--- config.mk ---
export PLATFORM = sky130hd
export DESIGN_NAME = shifter_pipe
export DESIGN_NICKNAME = d
export VERILOG_FILES = /design/src/rtl/shifter_pipe.sv
export SDC_FILE = /design/constraint.sdc
export NUM_CORES = 2
export LEC_CHECK = 0
export CORE_ASPECT_RATIO = 1.75
export CORE_MARGIN = 2
export CORE_UTILIZATION = 45
export CTS_BUF_LIST = sky130_fd_sc_hd__clkbuf_8
export DETAILED_ROUTE_END_ITERATION = 10
export PLACE_DENSITY_LB_ADDON = 0.12
export REMOVE_ABC_BUFFERS = 1
export SETUP_SLACK_MARGIN = 0.4
export SLEW_MARGIN = 20
export SYNTH_ARGS = -nofsm -noshare
export SYNTH_HDL_FRONTEND = slang
export SYNTH_SLANG_ARGS = --single-unit
--- constraint.sdc ---
create_clock -name clk -period 3.8 [get_ports clk]
set_input_delay 0.38 -clock clk [delete_from_list [all_inputs] [get_ports clk]]
set_output_delay 0.38 -clock clk [all_outputs]
set_load 0.02 [all_outputs]
--- src/rtl/shifter_pipe.sv ---
// Pipelined barrel shifter / normaliser with valid/ready flow control.
// Result, count and flags travel through LATENCY stages that advance together.
module shifter_pipe #(
    parameter int WIDTH   = 64,
    parameter int LATENCY = 2,
    localparam int SW     = $clog2(WIDTH)
) (
    input  logic             clk,
    input  logic             reset_n,
    input  logic             in_valid,
    output logic             in_ready,
    input  logic [WIDTH-1:0] in_data,
    input  logic [SW:0]      in_param,
    input  logic [1:0]       in_op,
    output logic             out_valid,
    input  logic             out_ready,
    output logic [WIDTH-1:0] out_data,
    output logic [SW-1:0]    out_cnt,
    output logic             out_ovf,
    output logic             out_zero
);

    logic               right;
    logic [SW-1:0]      n;
    logic [SW-1:0]      k;
    logic               run;
    logic [2*WIDTH-1:0] dbl_l;
    logic [2*WIDTH-1:0] dbl_r;
    logic [WIDTH-2:0]   ovf_mask;
    logic [WIDTH-2:0]   diff;
    logic [WIDTH-1:0]   res;
    logic [SW-1:0]      cnt;
    logic               ovf;
    logic               adv;

    logic [LATENCY-1:0] v_q;
    logic [LATENCY-1:0] o_q;
    logic [LATENCY-1:0] z_q;
    logic [WIDTH-1:0]   d_q [LATENCY];
    logic [SW-1:0]      c_q [LATENCY];

    // Decode the shift amount; MSB set means right by the low bits, else left by their negation
    always_comb begin
        right = in_param[SW];
        n     = in_param[SW-1:0];
        if (!right) begin
            n = -in_param[SW-1:0];
        end
    end

    // Normalisation count: number of bits below the sign that repeat the sign
    always_comb begin
        k   = '0;
        run = 1'b1;
        for (int i = WIDTH - 2; i >= 0; i--) begin
            if (in_data[i] != in_data[WIDTH-1]) begin
                run = 1'b0;
            end
            if (run) begin
                k = k + SW'(1);
            end
        end
        if (in_data == '0) begin
            k = '0;
        end
    end

    // Shift datapath and overflow detection for the selected operation
    always_comb begin
        dbl_l    = {in_data, in_data} << n;
        dbl_r    = {in_data, in_data} >> n;
        ovf_mask = ~({(WIDTH-1){1'b1}} >> n);
        diff     = in_data[WIDTH-2:0] ^ {(WIDTH-1){in_data[WIDTH-1]}};
        res      = in_data;
        cnt      = n;
        ovf      = 1'b0;
        unique case (in_op)
            2'd0: begin
                if (right) res = dbl_r[WIDTH-1:0];
                else       res = dbl_l[2*WIDTH-1:WIDTH];
            end
            2'd1: begin
                if (right) res = in_data >> n;
                else       res = in_data << n;
            end
            2'd2: begin
                if (right) begin
                    res = $signed(in_data) >>> n;
                end else begin
                    res = {in_data[WIDTH-1], in_data[WIDTH-2:0] << n};
                    ovf = |(diff & ovf_mask);
                end
            end
            2'd3: begin
                res = in_data << k;
                cnt = k;
            end
        endcase
    end

    assign adv      = out_ready | ~v_q[LATENCY-1];
    assign in_ready = adv;

    // Pipeline stages: all advance together, all hold when the output is stalled
    always_ff @(posedge clk or negedge reset_n) begin
        if (!reset_n) begin
            v_q <= '0;
            o_q <= '0;
            z_q <= '0;
            for (int i = 0; i < LATENCY; i++) begin
                d_q[i] <= '0;
                c_q[i] <= '0;
            end
        end else if (adv) begin
            v_q[0] <= in_valid;
            d_q[0] <= res;
            c_q[0] <= cnt;
            o_q[0] <= ovf;
            z_q[0] <= (res == '0);
            for (int i = 1; i < LATENCY; i++) begin
                v_q[i] <= v_q[i-1];
                d_q[i] <= d_q[i-1];
                c_q[i] <= c_q[i-1];
                o_q[i] <= o_q[i-1];
                z_q[i] <= z_q[i-1];
            end
        end
    end

    assign out_valid = v_q[LATENCY-1];
    assign out_data  = d_q[LATENCY-1];
    assign out_cnt   = c_q[LATENCY-1];
    assign out_ovf   = o_q[LATENCY-1];
    assign out_zero  = z_q[LATENCY-1];

endmodule

==> results of run 1 <==
==> timing repair <==
| item | CTS |
|---|---|
| pin swaps | 113 |
| gates resized for setup | 277 |
| hold buffers | 1 |
| hold endpoints to repair | 82 |
| buffers inserted | 62 |
| setup endpoints to repair | 72 |
==> metal layers <==
| metal | overflow | track usage [%] |
|---|---|---|
| met1 | 0 | 50.68 |
| met2 | 0 | 86.66 |
| met3 | 0 | 14.54 |
| met4 | 1 | 62.59 |
| met5 | 0 | 0.06386 |
==> per-stage QoR <==
stage | setup WS, ns | hold slack, ns
after CTS | -35.35 | 0.3793
after floorplan | -39.93 | 0.08441
after detailed placement | -38.27 | 0.4546
after global placement | -36.92 | 0.4472
==> logic make-up after synthesis <==
logic type      count (synthesis)
simple gates                 1919
compound gates               1378
mux                           688
buf+inv                       556
xor+xnor                      196
flops                         146
fa+ha+maj                      64
==> run summary, run 1 <==
Global-route wire length before repair = 304.3 mm
Cell accounting for the most synthesized area = mux2i_1
Status = aborted with a tool error
Syn_area_per_cell = 6.700 um^2
Area after DPL = 0.04782 mm^2
Seq cells post-synth = 146
# IOs = 151
Floorplan row count = 131
Synth area leaders = mux2i_1, dfrtp_1, nand2_1, o21ai_0, nor2_1
Log Error = [ERROR GRT-0116] Global routing finished with congestion. Check the congestion regions in the DRC Viewer.
DIE HEIGHT = 363.0 um
Synth unique cells = 105
Clk sinks = 146
Largest net degree at the start of global routing = 113
Routability Congestion = 1.169
Yosys warning count = 0
Post-synth EDFFs = 0
Fraction of registers with async set/reset = 100.0%
Clk buf depth = 3
Most frequent cell after synthesis = nand2_1
Largest family of logic cells by synthesized area = simple AND/OR/NAND/NOR gates
Dpl cells = 7337
Vias in the first global route = 49091
Most frequent cells after synthesis = nand2_1, mux2i_1, nor2_1
Stopped at = global routing (5_1_grt)
IO buf count = 150
Syn Std Cell Area = 0.03315 mm^2
Die width = 209.2 um
Post-synth top area share = 18.63%
Post-synthesis xor/xnor area fraction = 6.682%
Grt ovf = 1
Mux cell area share after synthesis = 21.52%
Root Buffer = clkbuf_8
Total CTS buffers = 25
Post-DP HPWL = 162.8 mm
Initial Util = 45.44%
Post-synthesis adder-cell area fraction = 2.401%
Post-Synth Simple-Gate Area = 25.93%
Prevailing post-synth register cell = dfrtp_1
Cells after synthesis = 4947
Sequential cell area fraction in the yosys report = 11.02%
Compound-cell area share of the yosys netlist = 25.25%
GRT Total Usage = 53.22%
CTS H-Tree Depth = 4
==> inputs of run 2 (changes only) <==
CORE_ASPECT_RATIO = default   (was 1.75)
CORE_UTILIZATION = 30   (was 45)
CTS_BUF_LIST = default   (was sky130_fd_sc_hd__clkbuf_8)
PLACE_DENSITY_LB_ADDON = 0.15   (was 0.12)
SETUP_SLACK_MARGIN = default   (was 0.4)
==> run summary, run 2 <==
Layout Skew = 0.01444 ns
Hold Violations, Final = 0
Cell mode on critical path = ha_1
# IOs = 151 (unchanged)
Root Buffer = clkbuf_16 (was clkbuf_8)
Dpl cells = 7997 (was 7337)
Clk buf depth = 2 (was 3)
Grt ovf = 0
Cell accounting for the most synthesized area = mux2i_1 (unchanged)
Post-synth EDFFs = 0 (unchanged)
R2R Setup Slk = 1.27 ns
Die width = 336.4 um (was 209.2 um)
Global-route wire length before repair = 283.6 mm
Fmax = 25.91 MHz
Cells after synthesis = 4947 (unchanged)
CTS clk-pin slew, worst paths = 0.07 ns
Minimum clock period = 38.59 ns
Synth area leaders = mux2i_1, dfrtp_1, nand2_1, o21ai_0, nor2_1 (unchanged)
Vias in the first global route = 42702
Critical path class = in -> reg
CTS H-Tree Depth = 4 (unchanged)
Routability Congestion = 1.049 (was 1.169)
DRC viols = 0
Synth unique cells = 105 (unchanged)
WHS Path Cells = 2
Worst path slowest cell = or4b_1
Power per standard cell area = 313.2 mW/mm^2
CP endpoint kind = flip-flop
Most frequent cells after synthesis = nand2_1, mux2i_1, nor2_1 (unchanged)
Most frequent cells in the layout = buf_4, nand2_1, mux2i_1
Leakage = 25.28 nW
Maxcap violations = 0
Max incr delay on CP = 0.53 ns
Seq cells post-synth = 146 (unchanged)
Sequential cell area fraction in the yosys report = 11.02% (unchanged)
IO buf count = 150 (unchanged)
Fill count = 11009
CP startpoint kind = input pin
WP data required = 4.13 ns
Yosys warning count = 0 (unchanged)
Syn_area_per_cell = 6.700 um^2 (unchanged)
Core Region = 0.1092 mm^2
Final Slew Violations = 0
Worst-case reg-to-reg path depth = 9
Failing checks = negative setup slack
Total CTS buffers = 17 (was 25)
CP Max Fanout = 5
Die area = 0.1132 mm^2
Final worst path period share = 1016%
RSZ-0062 raised after global routing = yes
Post-synth top area share = 18.63% (unchanged)
Clk sinks = 146 (unchanged)
Initial Util = 30.37% (was 45.44%)
TritonCTS clock tree = built
Floorplan row count = 121 (was 131)
Fraction of registers with async set/reset = 100.0% (unchanged)
Slew HR = 32.36%
R2r endpoint = z_q[0]
Synth-to-layout area growth = 64.01%
Total design power = 17.03 mW
GRT Total Usage = 33.62%
Post-DR vias/cell = 5.498
Hold slack final = 0.4631 ns
Most frequent cell after synthesis = nand2_1 (unchanged)
Post-Layout Cell Count = 8154
PnR worst setup slack = -34.79 ns
Post-DP HPWL = 162.9 mm (was 162.8 mm)
WP buf/inv = 14
Final setup violation count = 72
Initial antenna violation count = 5
Most common cell after layout, fill and taps aside = buf_4
Routed WL per cell = 24.41 um
Hold wc startpoint = out_data[34]
Clk_lat worst skew = 0.44 ns
Largest net degree at the start of global routing = 123
Hold Crit Endpoint = out_data[34]
Slew at the pin with the worst max-slew slack = 1.009 ns
Top delay family on crit path = adder cells
Syn Std Cell Area = 0.03315 mm^2 (unchanged)
Routed Antenna Nets = 0
Peak supply drop = 0.0002478 V
Routed Wire Length = 199.0 mm
Initial DRC Count = 3633
DIE HEIGHT = 336.4 um (was 363.0 um)
Layout cells sized above 1 = 39.48%
Status = complete, but fails checks (was aborted with a tool error)
Prevailing post-synth register cell = dfrtp_1 (unchanged)
Crit path DAT = 38.92 ns
Hold Crit Class = reg -> reg
Final #Nets = 6801
Initial DRT Pass Iterations = 8
DR vias = 44833
Worst r2r src = v_q[1]
-- run 2: cell counts after synthesis --
Identical to the previous run, type by type.
-- run 2: worst max-delay path by stage --
| stage | start | to | slack [ns] | depth (start not counted) |
|---|---|---|---|---|
| after floorplan | in_data[63] | z_q[0] | -39.93 | 213 |
| after global placement | in_data[62] | z_q[0] | -36.46 | 214 |
| after detailed placement | in_data[62] | z_q[0] | -37.39 | 217 |
| after CTS | in_data[62] | z_q[0] | -35.31 | 218 |
| after global routing | in_data[63] | z_q[0] | -36.75 | 219 |
| final | in_data[63] | z_q[0] | -34.79 | 218 |
-- run 2: per-layer routing --
layer  vias to the layer above  share of wire [%]  GRT usage, %
met4                         8                5.9         16.47
met1                     21547                 43         43.97
met2                      1714                 45         54.81
met3                       397                5.8         3.760
li1                      21167                  -             -
met5                         -              0.026             0
-- run 2: worst reg2reg max path, stage by stage (launching register included) --
cell	delay [ns]
dfrtp_1	0.38
nor2b_4	0.14
inv_6	0.16
o221ai_1	0.17
buf_4	0.19
a31o_2	0.26
nor4b_2	0.26
nand4_1	0.13
or3_4	0.39
o41ai_2	0.32
-- run 2: logic make-up after synthesis --
family          count (synthesis)  share of synthesized area, %
simple gates                 1919                         25.93
fa+ha+maj                      64                         2.401
compound gates               1378                         25.25
flops                         146                         11.02
xor+xnor                      196                         6.682
mux                           688                         21.52
buf+inv                       556                         7.191
-- run 2: area by class of cell --
cell class | count | area (um^2) | area share, %
Antenna cell | 3 | 7.507 | 0.01381
Tap cell | 1476 | 1847 | 3.397
Inverter | 84 | 335.3 | 0.6168
Sequential cell | 146 | 3654 | 6.721
Multi-Input combinational cell | 4245 | 30190 | 55.52
Clock inverter | 15 | 214.0 | 0.3936
Timing Repair Buffer | 2168 | 17700 | 32.55
Clock buffer | 17 | 425.4 | 0.7825
-- run 2: report_power, final --
part	internal, mW	switching [mW]	total, mW
clock	1.01	0.781	1.80
combinational	6.06	6.99	13.1
sequential	1.96	0.220	2.18
total	9.04	7.99	17.0
-- run 2: timing repair --
action	CTS	global route
buffers inserted	45	96
gates resized for setup	231	533
endpoints found under the hold margin	20	0
hold buffers	1	0
pin swaps	59	264
cloned	1	5
setup endpoints to repair	72	72
-- run 2: stage by stage --
step | utilization [%] | setup TNS [ns] | instance area (um^2) | setup WS (ns)
floorplan | - | -3065.74 | 31080 | -39.93
global placement | 45.26 | -2489.66 | 49410 | -36.46
detailed placement | 45.26 | -2551.13 | 49410 | -37.39
CTS | 47.04 | -2414.81 | 51350 | -35.31
global route | 49.80 | -2512.42 | 54360 | -36.75
finish | 49.80 | -2377.49 | 54360 | -34.79
Power figures use the tool's default switching activity.
